==> config.mk <==
export PLATFORM = sky130hd
export DESIGN_NAME = up_apb4
export DESIGN_NICKNAME = d
export VERILOG_FILES = /design/src/rtl/up_apb4.sv
export SDC_FILE = /design/constraint.sdc
export NUM_CORES = 1
export LEC_CHECK = 0
export BUFFER_PORTS_ARGS = -buffer_cell sky130_fd_sc_hd__buf_2
export CAP_MARGIN = 20
export CORE_MARGIN = 5
export CORE_UTILIZATION = 45
export CTS_CLUSTER_DIAMETER = 40
export DETAILED_ROUTE_END_ITERATION = 6
export PLACE_DENSITY = 0.77
export SYNTH_ARGS = -nofsm -noshare
export SYNTH_HDL_FRONTEND = slang
export SYNTH_SLANG_ARGS = --single-unit
==> constraint.sdc <==
create_clock -name clk -period 3.6 [get_ports clk]
set_clock_uncertainty 0.05 [all_clocks]
set_input_delay 0.72 -clock clk [delete_from_list [all_inputs] [get_ports clk]]
set_output_delay 0.72 -clock clk [all_outputs]
set_load 0.01 [all_outputs]
==> src/rtl/up_apb4.sv <==
// up_apb4: registered APB4 slave to uP register-bank bridge with timeout, access filtering and PSLVERR
// Ports:
//   clk, rst                 rising-edge clock, asynchronous active-high reset
//   s_apb_*                  APB4 slave side (paddr, psel, penable, pwrite, pprot, pwdata, pstrb in;
//                            pready, prdata, pslverr out)
//   up_rreq/rack/raddr/rdata uP read channel: level request held until rack, rdata valid with rack
//   up_wreq/wack/waddr/wdata/wstrb  uP write channel: level request held until wack
module up_apb4 #(
   parameter int ADDRESS_WIDTH   = 16,
   parameter int BUS_WIDTH       = 4,
   parameter int TIMEOUT_CYCLES  = 255,
   parameter bit ERR_ON_MISALIGN = 1,
   parameter bit PRIV_ONLY       = 0
) (
   input  logic                     clk,
   input  logic                     rst,
   input  logic [ADDRESS_WIDTH-1:0] s_apb_paddr,
   input  logic                     s_apb_psel,
   input  logic                     s_apb_penable,
   input  logic                     s_apb_pwrite,
   input  logic [2:0]               s_apb_pprot,
   input  logic [BUS_WIDTH*8-1:0]   s_apb_pwdata,
   input  logic [BUS_WIDTH-1:0]     s_apb_pstrb,
   output logic                     s_apb_pready,
   output logic [BUS_WIDTH*8-1:0]   s_apb_prdata,
   output logic                     s_apb_pslverr,
   output logic                     up_rreq,
   input  logic                     up_rack,
   output logic [ADDRESS_WIDTH-1:0] up_raddr,
   input  logic [BUS_WIDTH*8-1:0]   up_rdata,
   output logic                     up_wreq,
   input  logic                     up_wack,
   output logic [ADDRESS_WIDTH-1:0] up_waddr,
   output logic [BUS_WIDTH*8-1:0]   up_wdata,
   output logic [BUS_WIDTH-1:0]     up_wstrb
);
   localparam int DW = BUS_WIDTH * 8;
   localparam int CW = (TIMEOUT_CYCLES > 0) ? $clog2(TIMEOUT_CYCLES + 1) : 1;
   localparam logic [1:0] IDLE = 2'd0, WAIT = 2'd1, RESP = 2'd2;
   logic [1:0]               state;
   logic [CW-1:0]            cnt;
   logic [ADDRESS_WIDTH-1:0] addr;
   logic                     wr;
   logic                     err;
   logic [DW-1:0]            wr_data;
   logic [DW-1:0]            rd_data;
   logic [BUS_WIDTH-1:0]     wr_strb;
   logic                     setup;
   logic                     illegal;
   logic                     ack;
   logic                     to_hit;
   logic                     unused;
   always_comb begin
      setup   = s_apb_psel && !s_apb_penable;
      // low address bits below the bus width must be zero for an aligned transfer
      illegal = (ERR_ON_MISALIGN && ((s_apb_paddr & ADDRESS_WIDTH'(BUS_WIDTH - 1)) != '0)) ||
                (PRIV_ONLY && !s_apb_pprot[0]);
      // only the ack matching the pending direction counts
      ack     = wr ? up_wack : up_rack;
      to_hit  = (TIMEOUT_CYCLES != 0) && (cnt == CW'(TIMEOUT_CYCLES - 1));
   end
   assign unused = ^s_apb_pprot[2:1];
   always_ff @(posedge clk or posedge rst) begin
      if (rst) begin
         state   <= IDLE;
         cnt     <= '0;
         addr    <= '0;
         wr      <= 1'b0;
         err     <= 1'b0;
         wr_data <= '0;
         wr_strb <= '0;
         rd_data <= '0;
      end else begin
         case (state)
            IDLE: if (setup) begin
               addr    <= s_apb_paddr;
               wr      <= s_apb_pwrite;
               wr_data <= s_apb_pwdata;
               wr_strb <= s_apb_pwrite ? s_apb_pstrb : '0;
               cnt     <= '0;
               if (illegal) begin
                  state   <= RESP;
                  err     <= 1'b1;
                  rd_data <= '0;
               end else begin
                  state <= WAIT;
                  err   <= 1'b0;
               end
            end
            WAIT: begin
               cnt <= cnt + CW'(1);
               // ack takes priority over a timeout landing in the same cycle
               if (ack) begin
                  state   <= RESP;
                  err     <= 1'b0;
                  rd_data <= wr ? '0 : up_rdata;
               end else if (to_hit) begin
                  state   <= RESP;
                  err     <= 1'b1;
                  rd_data <= '0;
               end
            end
            default: state <= IDLE;
         endcase
      end
   end
   // requests decode straight from the state flop so reset drops them asynchronously
   assign s_apb_pready  = state == RESP;
   assign s_apb_pslverr = (state == RESP) && err;
   assign s_apb_prdata  = rd_data;
   assign up_rreq       = (state == WAIT) && !wr;
   assign up_wreq       = (state == WAIT) && wr;
   assign up_raddr      = addr;
   assign up_waddr      = addr;
   assign up_wdata      = wr_data;
   assign up_wstrb      = wr_strb;
endmodule

== Word-level counts from Yosys, hierarchy flattened ==
Index checks and enable logic that the tools add are counted.

* Mux-type cells: 20
* Equality and inequality tests: 6
* $add $sub $neg: 1
* Reductions and logical operators: 14

{| class="wikitable"
|+ Operator list
! operator !! count
|-
| two-way mux 32 bit || 5
|-
| case mux 32 bit (2 select lines) || 1
|-
| case mux 8 bit (2 select lines) || 1
|-
| nonzero test 16 bit || 1
|-
| adder 8 x 1 -> 8 bit, second input constant || 1
|-
| == test 8 bit, second input constant || 1
|-
| two-way mux 2 bit || 4
|-
| two-way mux 8 bit || 1
|-
| AND reduction 2 bit || 3
|-
| two-way mux 1 bit || 5
|-
| logical AND 1 bit || 4
|-
| two-way mux 4 bit || 1
|-
| inequality test 2 bit, second input constant || 2
|-
| case mux 2 bit (2 select lines) || 1
|-
| AND reduction 4 bit || 1
|-
| inequality test 3 bit, second input constant || 1
|-
| AND reduction 3 bit || 1
|-
| == test 2 x 1 -> 1 bit, second input constant || 1
|-
| == test 2 bit, second input constant || 1
|-
| logical NOT 1 bit || 2
|-
| logical NOT 2 bit || 1
|-
| case mux 1 bit (2 select lines) || 1
|-
| nonzero test 2 bit || 1
|}

* Bits in registers: 96
* Output and inout bits: 104
* Logic and storage cells: 49
* Bits of input ports: 94

== Depth between registers and ports, before layout ==
Gate-level depths: netlist of run 1.

* Depth after elaboration: 4
* Mapped depth: 7
* Mapped depth without buffers: 6

== Worst setup path before layout of run 1 ==
No wires, ideal clock.

* Path type: input-to-reg
* Start point: input port s_apb_penable
* End point: register addr[12] (netlist: up_raddr[12])
* Arrival time: 1666 ps
* Path buffers: 3
* Required time: 3433 ps
* Library setup time: 117 ps
* Path slack: 1767 ps
* Stages: 6
* Cell sequence: or4b_1 clkbuf_1 buf_6 buf_6 nand2_1 nand2_1

* Cells in the longest elaborated chain, start to end: 3

{| class="wikitable"
|+ RTL lines
! element !! RTL line !! source
|-
| start: declaration || 19 || <nowiki>input logic s_apb_penable,</nowiki>
|-
| logical NOT 1 bit || 54 || <nowiki>setup = s_apb_psel && !s_apb_penable;</nowiki>
|-
| logical AND 1 bit || 54 ||
|-
| AND reduction 2 bit (no line) || n/a ||
|-
| end signal: assignment || 76 || <nowiki>addr <= s_apb_paddr;</nowiki>
|-
| end: declaration || 42 || <nowiki>logic [ADDRESS_WIDTH-1:0] addr;</nowiki>
|}

No other way between the ends.
A chain may end at the register's enable or synchronous reset.

== Worst setup path in the final report of run 1 ==
* Start point: register state[1]
* End point: output port up_wreq

* Cells in the longest elaborated chain, start to end: 2

{| class="wikitable"
|+ RTL lines
! element !! RTL line !! source
|-
| start: declaration || 40 || <nowiki>logic [1:0] state;</nowiki>
|-
| start signal: assignment || 65 || <nowiki>state <= IDLE;</nowiki>
|-
| start signal: assignment || 82 || <nowiki>state <= RESP;</nowiki>
|-
| start signal: assignment || 86 || <nowiki>state <= WAIT;</nowiki>
|-
| == test 2 x 1 -> 1 bit || 112 || <nowiki>assign up_wreq = (state == WAIT) && wr;</nowiki>
|-
| logical AND 1 bit || 112 ||
|-
| end: declaration || 31 || <nowiki>output logic up_wreq,</nowiki>
|}

No other way between the ends.

==> flow_metrics.tcl, run 1 <==
set metrics [dict create \
    status "completed" \
    rows 34 \
    syn_avg_cell_area_um2 10.2 \
    cts_htree_levels 3 \
    yosys.area.top_type "dfrtp_1" \
    critPathCaptureType "output pin" \
    ys_types 32 \
    clk_pin_slew_ns 0.09 \
    syn2layout_area_growth_pct 28.8 \
    antenna_found_initial 0 \
    worstPathArrival_ns 1.48 \
    initial_core_util_pct 45.4 \
    p_per_area_nw_per_um2 539 \
    clock.fmax_mhz 444 \
    wl_met2_um 4370 \
    relSlewSlack_pct 40.4 \
    ctsLongestPathBuffers 2 \
    finalHoldViolations 0 \
    core-area_um2 8590 \
    pin_count 198 \
    clock_latency_ns 0.35 \
    holdPathStages 2 \
    worst_slew_pin_slew_ns 0.894 \
    post-route-drc-count 0 \
    cts_tree "done" \
    cts_resized 0 \
    fin_nets 653 \
    numCtsBuffers 9 \
    path_class "reg2out" \
    hp-class "reg2reg" \
    cts_root_buf "clkbuf_8" \
    layout-drive-gt1-share_pct 39.9 \
    synthArstFlopShare_pct 100 \
    routed_wl_um 9580 \
    num_vias 3239 \
    top_layer "met4" \
    syn_nets 478 \
    synth_cells 382 \
    slew_viol_final 0 \
    fin_crit_ns 2.25 \
    finish.utilization_pct 58.5 \
    dr_wl_met3_um 1100 \
    io_buffers 194 \
    diodes 0 \
    post-cts-setup-buffer-count 0 \
    drtIter0Drc 105 \
    grt.total_usage_pct 18.2 \
    yosysWarnings 0 \
    cp-start-kind "flop" \
    r2r_cells 4 \
    fp.dieH_um 103 \
    yosysSeqAreaShare_pct 61.6 \
    synth.most_common_cell "nand2_1" \
    grt_pass1_wl_um 15100 \
    dpl_cell_area_um2 4800 \
    dieArea_um2 10600 \
    ff_latch_area_um2 2400 \
    post-route-period-util_pct 62.6 \
    timing.max_cap.violations 0 \
    hpwlAfterDp_um 7150 \
    required_ns 2.83 \
    fin_area_um2 5020 \
    synth_area_leaders "dfrtp_1, nand2_1, a22o_1" \
    die_x_um 103 \
    synth_edf_count 0 \
    setup_viol 0 \
    ys_top_cells_by_count "nand2_1, dfrtp_1, a22o_1, buf_4, buf_2" \
    tns_ns 0 \
    grt_overflow_total 0 \
    cts_sinks 96 \
    synth_top_area_share_pct 61.6 \
    grt_pass1_vias 3251 \
    p_leak_nw 2.95 \
    total_power_mw 2.71 \
    fillers 756 \
    ys_seq_elements 96 \
    synthesis.area_um2 3900 \
    rsz0062_at_grt "false" \
    detail_route.wl_per_cell_um 14.3 \
    ant_nets 0 \
    multi_input_area_um2 1230 \
    postCtsHoldBufs 0 \
    grt_max_degree 77 \
    synthFlopType "dfrtp_1" \
    wirelength_met1_um 3910 \
    peakVddDrop_mv 0.217 \
    gp_congestion 0.838 \
    path_max_fanout 9 \
    firstDrtPassIters 4 \
    post_drt_via_cell_ratio 4.83 \
]
-- layout by cell type, fill, tap and decap left out, types with 2 or more instances in the layout --
master and n:
dfrtp_1 96, ha_1 2, buf_4 6, nand2_1 165, o21ai_0 9, nand3_1 8
clkinv_4 2, nand4_1 3, clkbuf_8 11, nor2_1 6, inv_1 3, and2_1 2
buf_2 194, a22o_1 32
-- state kept, by name, summed over array words and instances (netlist names) --
register      cells
err               1
up_wstrb          4
cnt               8
wr                1
up_raddr         16
s_apb_prdata     32
state             2
up_wdata         32
-- area by class of cell --
type                            instances  area share, %
Sequential cell                        96           47.8
Multi-Input combinational cell        245           24.4
Timing Repair Buffer                  201           20.4
Clock buffer                           11           3.01
Tap cell                              108           2.69
Clock inverter                          5           1.27
Inverter                                4          0.349
-- worst max-delay path, stage by stage, from the launching register on --
cell	delay (ns)
dfrtp_1	0.43
and2b_1	0.41
and2_1	0.18
buf_2	0.12
-- final timing paths --
check / start / end / slack [ns]
min reg2reg: up_wstrb[1]$_DFFE_PP0P_ / up_wstrb[1]$_DFFE_PP0P_ / 0.42
max: state[1]$_DFFE_PP0P_ / up_wreq / 1.35
max in group asynchronous: rst / up_wdata[27]$_DFFE_PP0P_ / 2.25
min: up_wstrb[1]$_DFFE_PP0P_ / up_wstrb[1]$_DFFE_PP0P_ / 0.42
max reg2reg: state[0]$_DFFE_PP0P_ / cnt[7]$_DFFE_PP0P_ / 1.42
min in group asynchronous: rst / s_apb_prdata[24]$_DFFE_PP0P_ / 0.53
-- power breakdown --
group | internal [mW] | total [mW] | switching (mW)
Combinational | 0.267 | 0.624 | 0.356
Sequential | 1.25 | 1.36 | 0.107
Clock | 0.364 | 0.732 | 0.367
Total | 1.88 | 2.71 | 0.831
-- logic make-up after synthesis --
| family | after synthesis | synth area share (%) |
|---|---|---|
| AND/OR/NAND/NOR | 192 | 19.9 |
| flip-flops | 96 | 61.6 |
| AO/OA/AOI/OAI | 48 | 9.81 |
| buffers and inverters | 41 | 7.31 |
| multiplexers | 2 | 0.545 |
| adder cells (fa/ha/maj) | 2 | 0.641 |
| XOR/XNOR | 1 | 0.224 |
-- stage by stage --
step | hold slack [ns] | worst slack [ns] | cells
2_1_floorplan | 0.419 | 0.325 | 382
3_3_place_gp | 0.399 | 1.07 | 653
3_5_place_dp | 0.408 | 1.04 | 653
4_1_cts | 0.427 | 1.33 | 669
5_1_grt | 0.460 | 1.22 | 670
6_report | 0.419 | 1.35 | 670
-- routing by layer --
layer	GRT usage, %	up-vias
met3	4.94	17
met5	0	-
li1	-	1580
met4	7.47	0
met1	24.1	1475
met2	28.3	167
Note: power is estimated with default switching activity, not from simulation.
==> run 2: changes to the inputs <==
==> constraint.sdc (replaced) <==
create_clock -name clk -period 2.2 [get_ports clk]
set_clock_uncertainty 0.05 [all_clocks]
set_input_delay 0.44 -clock clk [delete_from_list [all_inputs] [get_ports clk]]
set_output_delay 0.44 -clock clk [all_outputs]
set_load 0.01 [all_outputs]
==> flow_metrics.tcl, run 2 (synthesis results as in run 1) <==
set metrics [dict create \
    final_common_cell "buf_2" \
    pin_count 198 \
    ant_nets 0 \
    setup_viol 0 \
    clock_latency_ns 0.35 \
    cts_resized 0 \
    gp_congestion 0.809 \
    p_leak_nw 2.95 \
    cts_htree_levels 3 \
    critPathCaptureType "output pin" \
    finalHoldViolations 0 \
    cp-start-kind "flop" \
    fp.dieH_um 103 \
    post_drt_via_cell_ratio 4.77 \
    dpl_cell_area_um2 4830 \
    fin_area_um2 5050 \
    post-route-drc-count 0 \
    cts_tree "done" \
    tns_ns 0 \
    slowest_stage "dfrtp_1" \
    fin_crit_ns 1.98 \
    antenna_found_initial 0 \
    initial_core_util_pct 45.4 \
    core-area_um2 8590 \
    worst_slew_pin_slew_ns 0.504 \
    grt_pass1_vias 3109 \
    timing.max_cap.violations 0 \
    rsz0062_at_grt "false" \
    io_buffers 194 \
    fillers 754 \
    firstDrtPassIters 4 \
    num_vias 3204 \
    total_power_mw 4.50 \
    clock.fmax_mhz 506 \
    cts_root_buf "clkbuf_8" \
    diodes 0 \
    postCtsHoldBufs 0 \
    slew_viol_final 0 \
    crit_chain "and2b_1 > and2_1 > buf_2" \
    pre_cts_slack_ns 0.310 \
    syn2layout_area_growth_pct 29.3 \
    layout-drive-gt1-share_pct 39.8 \
    ctsLongestPathBuffers 2 \
    worstPathArrival_ns 1.49 \
    routed_wl_um 9660 \
    drtIter0Drc 105 \
    path_max_fanout 9 \
    relSlewSlack_pct 66.4 \
    dieArea_um2 10600 \
    setup_slack_ns 0.223 \
    reg2reg_slack_ns 0.36 \
    grt_pass1_wl_um 14800 \
    p_per_area_nw_per_um2 891 \
    rows 34 \
    required_ns 1.71 \
    grt_max_degree 97 \
    grt.total_usage_pct 17.8 \
    post-cts-setup-buffer-count 0 \
    clk_pin_slew_ns 0.10 \
    cts_sinks 96 \
    die_x_um 103 \
    peakVddDrop_mv 0.411 \
    post-route-period-util_pct 89.9 \
    slowest_delay_ns 0.43 \
    detail_route.wl_per_cell_um 14.4 \
    grt_overflow_total 0 \
    final_cell_mix "buf_2, nand2_1, dfrtp_1" \
    hp-class "in2async" \
    fin_nets 654 \
    path_class "reg2out" \
    hpwlAfterDp_um 7090 \
    status "completed" \
    numCtsBuffers 9 \
]
==> run 2: worst paths after layout <==
kind | from | endpoint | depth (start not counted)
max in group asynchronous | rst | cnt[6]$_DFFE_PP0P_ | 3
max | state[1]$_DFFE_PP0P_ | up_wreq | 3
min in group clk | s_apb_pwdata[22] | up_wdata[22]$_DFFE_PP0P_ | 3
min reg2reg | up_wdata[24]$_DFFE_PP0P_ | up_wdata[24]$_DFFE_PP0P_ | 2
max reg2reg | state[0]$_DFFE_PP0P_ | cnt[7]$_DFFE_PP0P_ | 4
min | rst | s_apb_prdata[19]$_DFFE_PP0P_ | 3
==> run 2: area by class of cell <==
class	instances	area, um2	area share, %
tap	108	135	2.68
sequential	96	2400	47.6
clock inverter	6	91.3	1.81
multi-input combinational	245	1230	24.3
inverter	4	18.8	0.372
timing repair buffer	202	1040	20.7
clock buffer	10	128	2.53
==> run 2: metal layers <==
| layer | vias up | wire (um) | global-route usage, % |
|---|---|---|---|
| met2 | 147 | 4280 | 27.8 |
| met4 | 0 | 121 | 6.57 |
| li1 | 1578 | - | - |
| met3 | 9 | 991 | 4.74 |
| met5 | - | 0 | 0 |
| met1 | 1470 | 4270 | 23.9 |
==> run 2: report_power, final <==
part,total [mW],internal (mW),switching (mW)
Clock,1.25,0.645,0.606
Sequential,2.21,2.04,0.169
Combinational,1.03,0.444,0.589
==> run 2: worst max-delay path, delay by kind of cell (launching register included) <==
| family | cells | cell delay (ns) |
|---|---|---|
| simple gates | 2 | 0.58 |
| flops | 1 | 0.43 |
| buf+inv | 1 | 0.13 |
==> run 2: per-stage QoR <==
| step | cells | util, % | hold WS [ns] |
|---|---|---|---|
| finish | 671 | 58.7 | 0.151 |
| global route | 671 | 58.7 | 0.202 |
| CTS | 671 | 58.7 | 0.181 |
| detailed placement | 655 | 56.2 | 0.407 |
| global placement | 655 | 56.2 | 0.403 |
| floorplan | 382 | - | 0.419 |
==> run 3: changes to the inputs <==
==> constraint.sdc (replaced) <==
create_clock -name clk -period 2.05 [get_ports clk]
set_clock_uncertainty 0.05 [all_clocks]
set_input_delay 0.41 -clock clk [delete_from_list [all_inputs] [get_ports clk]]
set_output_delay 0.41 -clock clk [all_outputs]
set_load 0.01 [all_outputs]
==> flow_metrics.tcl, run 3 (synthesis results as in run 1) <==
set metrics [dict create \
    status "completed" \
    cts_htree_levels 3 \
    tns_ns 0 \
    slew_viol_final 0 \
    ant_nets 0 \
    gp_congestion 0.802 \
    worst_slew_pin_slew_ns 0.488 \
    grt_pass1_vias 3226 \
    reg2reg_to "up_raddr[14]$_DFFE_PP0P_" \
    grt.total_usage_pct 18.4 \
    diodes 0 \
    hpwlAfterDp_um 7290 \
    worstPathArrival_ns 1.47 \
    finish.utilization_pct 58.8 \
    path_class "reg2out" \
    rows 34 \
    detail_route.wl_per_cell_um 14.6 \
    hp-class "in2async" \
    fin_crit_ns 1.93 \
    pin_count 198 \
    layout-drive-gt1-share_pct 40.0 \
    grt_max_degree 97 \
    cts_root_buf "clkbuf_8" \
    peakVddDrop_mv 0.368 \
    numCtsBuffers 9 \
    fin_nets 653 \
    dieArea_um2 10600 \
    cts_tree "done" \
    syn2layout_area_growth_pct 29.5 \
    finalHoldViolations 0 \
    post_drt_via_cell_ratio 4.91 \
    reg2reg_slack_ns 0.24 \
    critPathCaptureType "output pin" \
    clock.fmax_mhz 519 \
    routed_wl_um 9800 \
    r2r_cells 4 \
    drtIter0Drc 96 \
    post-route-period-util_pct 93.9 \
    path_max_fanout 9 \
    num_vias 3289 \
    ctsLongestPathBuffers 2 \
    cp-start-kind "flop" \
    grt_pass1_wl_um 15200 \
    initial_core_util_pct 45.4 \
    r2r_start "state[0]$_DFFE_PP0P_" \
    fp.dieH_um 103 \
    die_x_um 103 \
    setup_viol 0 \
    timing.max_cap.violations 0 \
    p_leak_nw 2.96 \
    rsz0062_at_grt "false" \
    grt_overflow_total 0 \
    cts_sinks 96 \
    clk_pin_slew_ns 0.10 \
    required_ns 1.59 \
    core-area_um2 8590 \
    relSlewSlack_pct 67.4 \
    antenna_found_initial 0 \
    post-route-drc-count 0 \
    clock_latency_ns 0.35 \
    final_common_cell "buf_2" \
    p_per_area_nw_per_um2 953 \
    final_cell_mix "buf_2, nand2_1, dfrtp_1" \
    firstDrtPassIters 4 \
    io_buffers 194 \
]
[run 3: worst max-delay path: stages (launching register included)]
cell and delay, ns:
dfrtp_1 0.43, and2b_1 0.39, and2_1 0.18, buf_2 0.13
[run 3: worst max-delay path by stage]
stage | startpoint | to | slack [ns] | cells after the start
after floorplan | rst | cnt[0]$_DFFE_PP0P_ | 0.46 | 1
after global placement | s_apb_penable | cnt[7]$_DFFE_PP0P_ | 0.24 | 5
after detailed placement | s_apb_penable | cnt[6]$_DFFE_PP0P_ | 0.23 | 5
after CTS | state[1]$_DFFE_PP0P_ | up_rreq | 0.08 | 3
after global routing | state[1]$_DFFE_PP0P_ | up_wreq | 0.01 | 3
final | state[1]$_DFFE_PP0P_ | up_wreq | 0.12 | 3
[run 3: metal layers]
| metal | track usage [%] | wire, um |
|---|---|---|
| met1 | 23.7 | 3940 |
| met2 | 28.5 | 4490 |
| met3 | 6.56 | 1210 |
| met4 | 7.57 | 165 |
| met5 | 0 | 0 |
[run 3: layout make-up]
class,instances,area [um2]
inverters,4,18.8
multi-input cells,245,1230
well taps,108,135
repair buffers,201,1050
fillers,758,3540
clock inverters,7,96.3
flip-flops and latches,96,2400
clock buffers,9,124
[run 3: power breakdown]
| group | switching, mW | internal, mW |
|---|---|---|
| Clock | 0.643 | 0.689 |
| Sequential | 0.189 | 2.19 |
| Combinational | 0.628 | 0.478 |
[run 3: per-stage QoR]
step                instance area [um2]  instances  setup slack [ns]  hold slack (ns)  power (mW)
floorplan                          3910        382             0.456            0.419        3.07
global placement                   4830        654             0.243            0.403        3.51
detailed placement                 4830        654             0.233            0.407        3.54
CTS                                5050        670            0.0773            0.146        4.90
global route                       5050        670            0.0143            0.163        5.12
finish                             5050        670             0.124            0.137        4.82
[run 3: repair_timing]
| item | CTS | global route |
|---|---|---|
| gates resized for setup | 0 | 1 |
| buffers inserted | 0 | 0 |
| setup endpoints to repair | 0 | 1 |
| hold buffers | 0 | 0 |
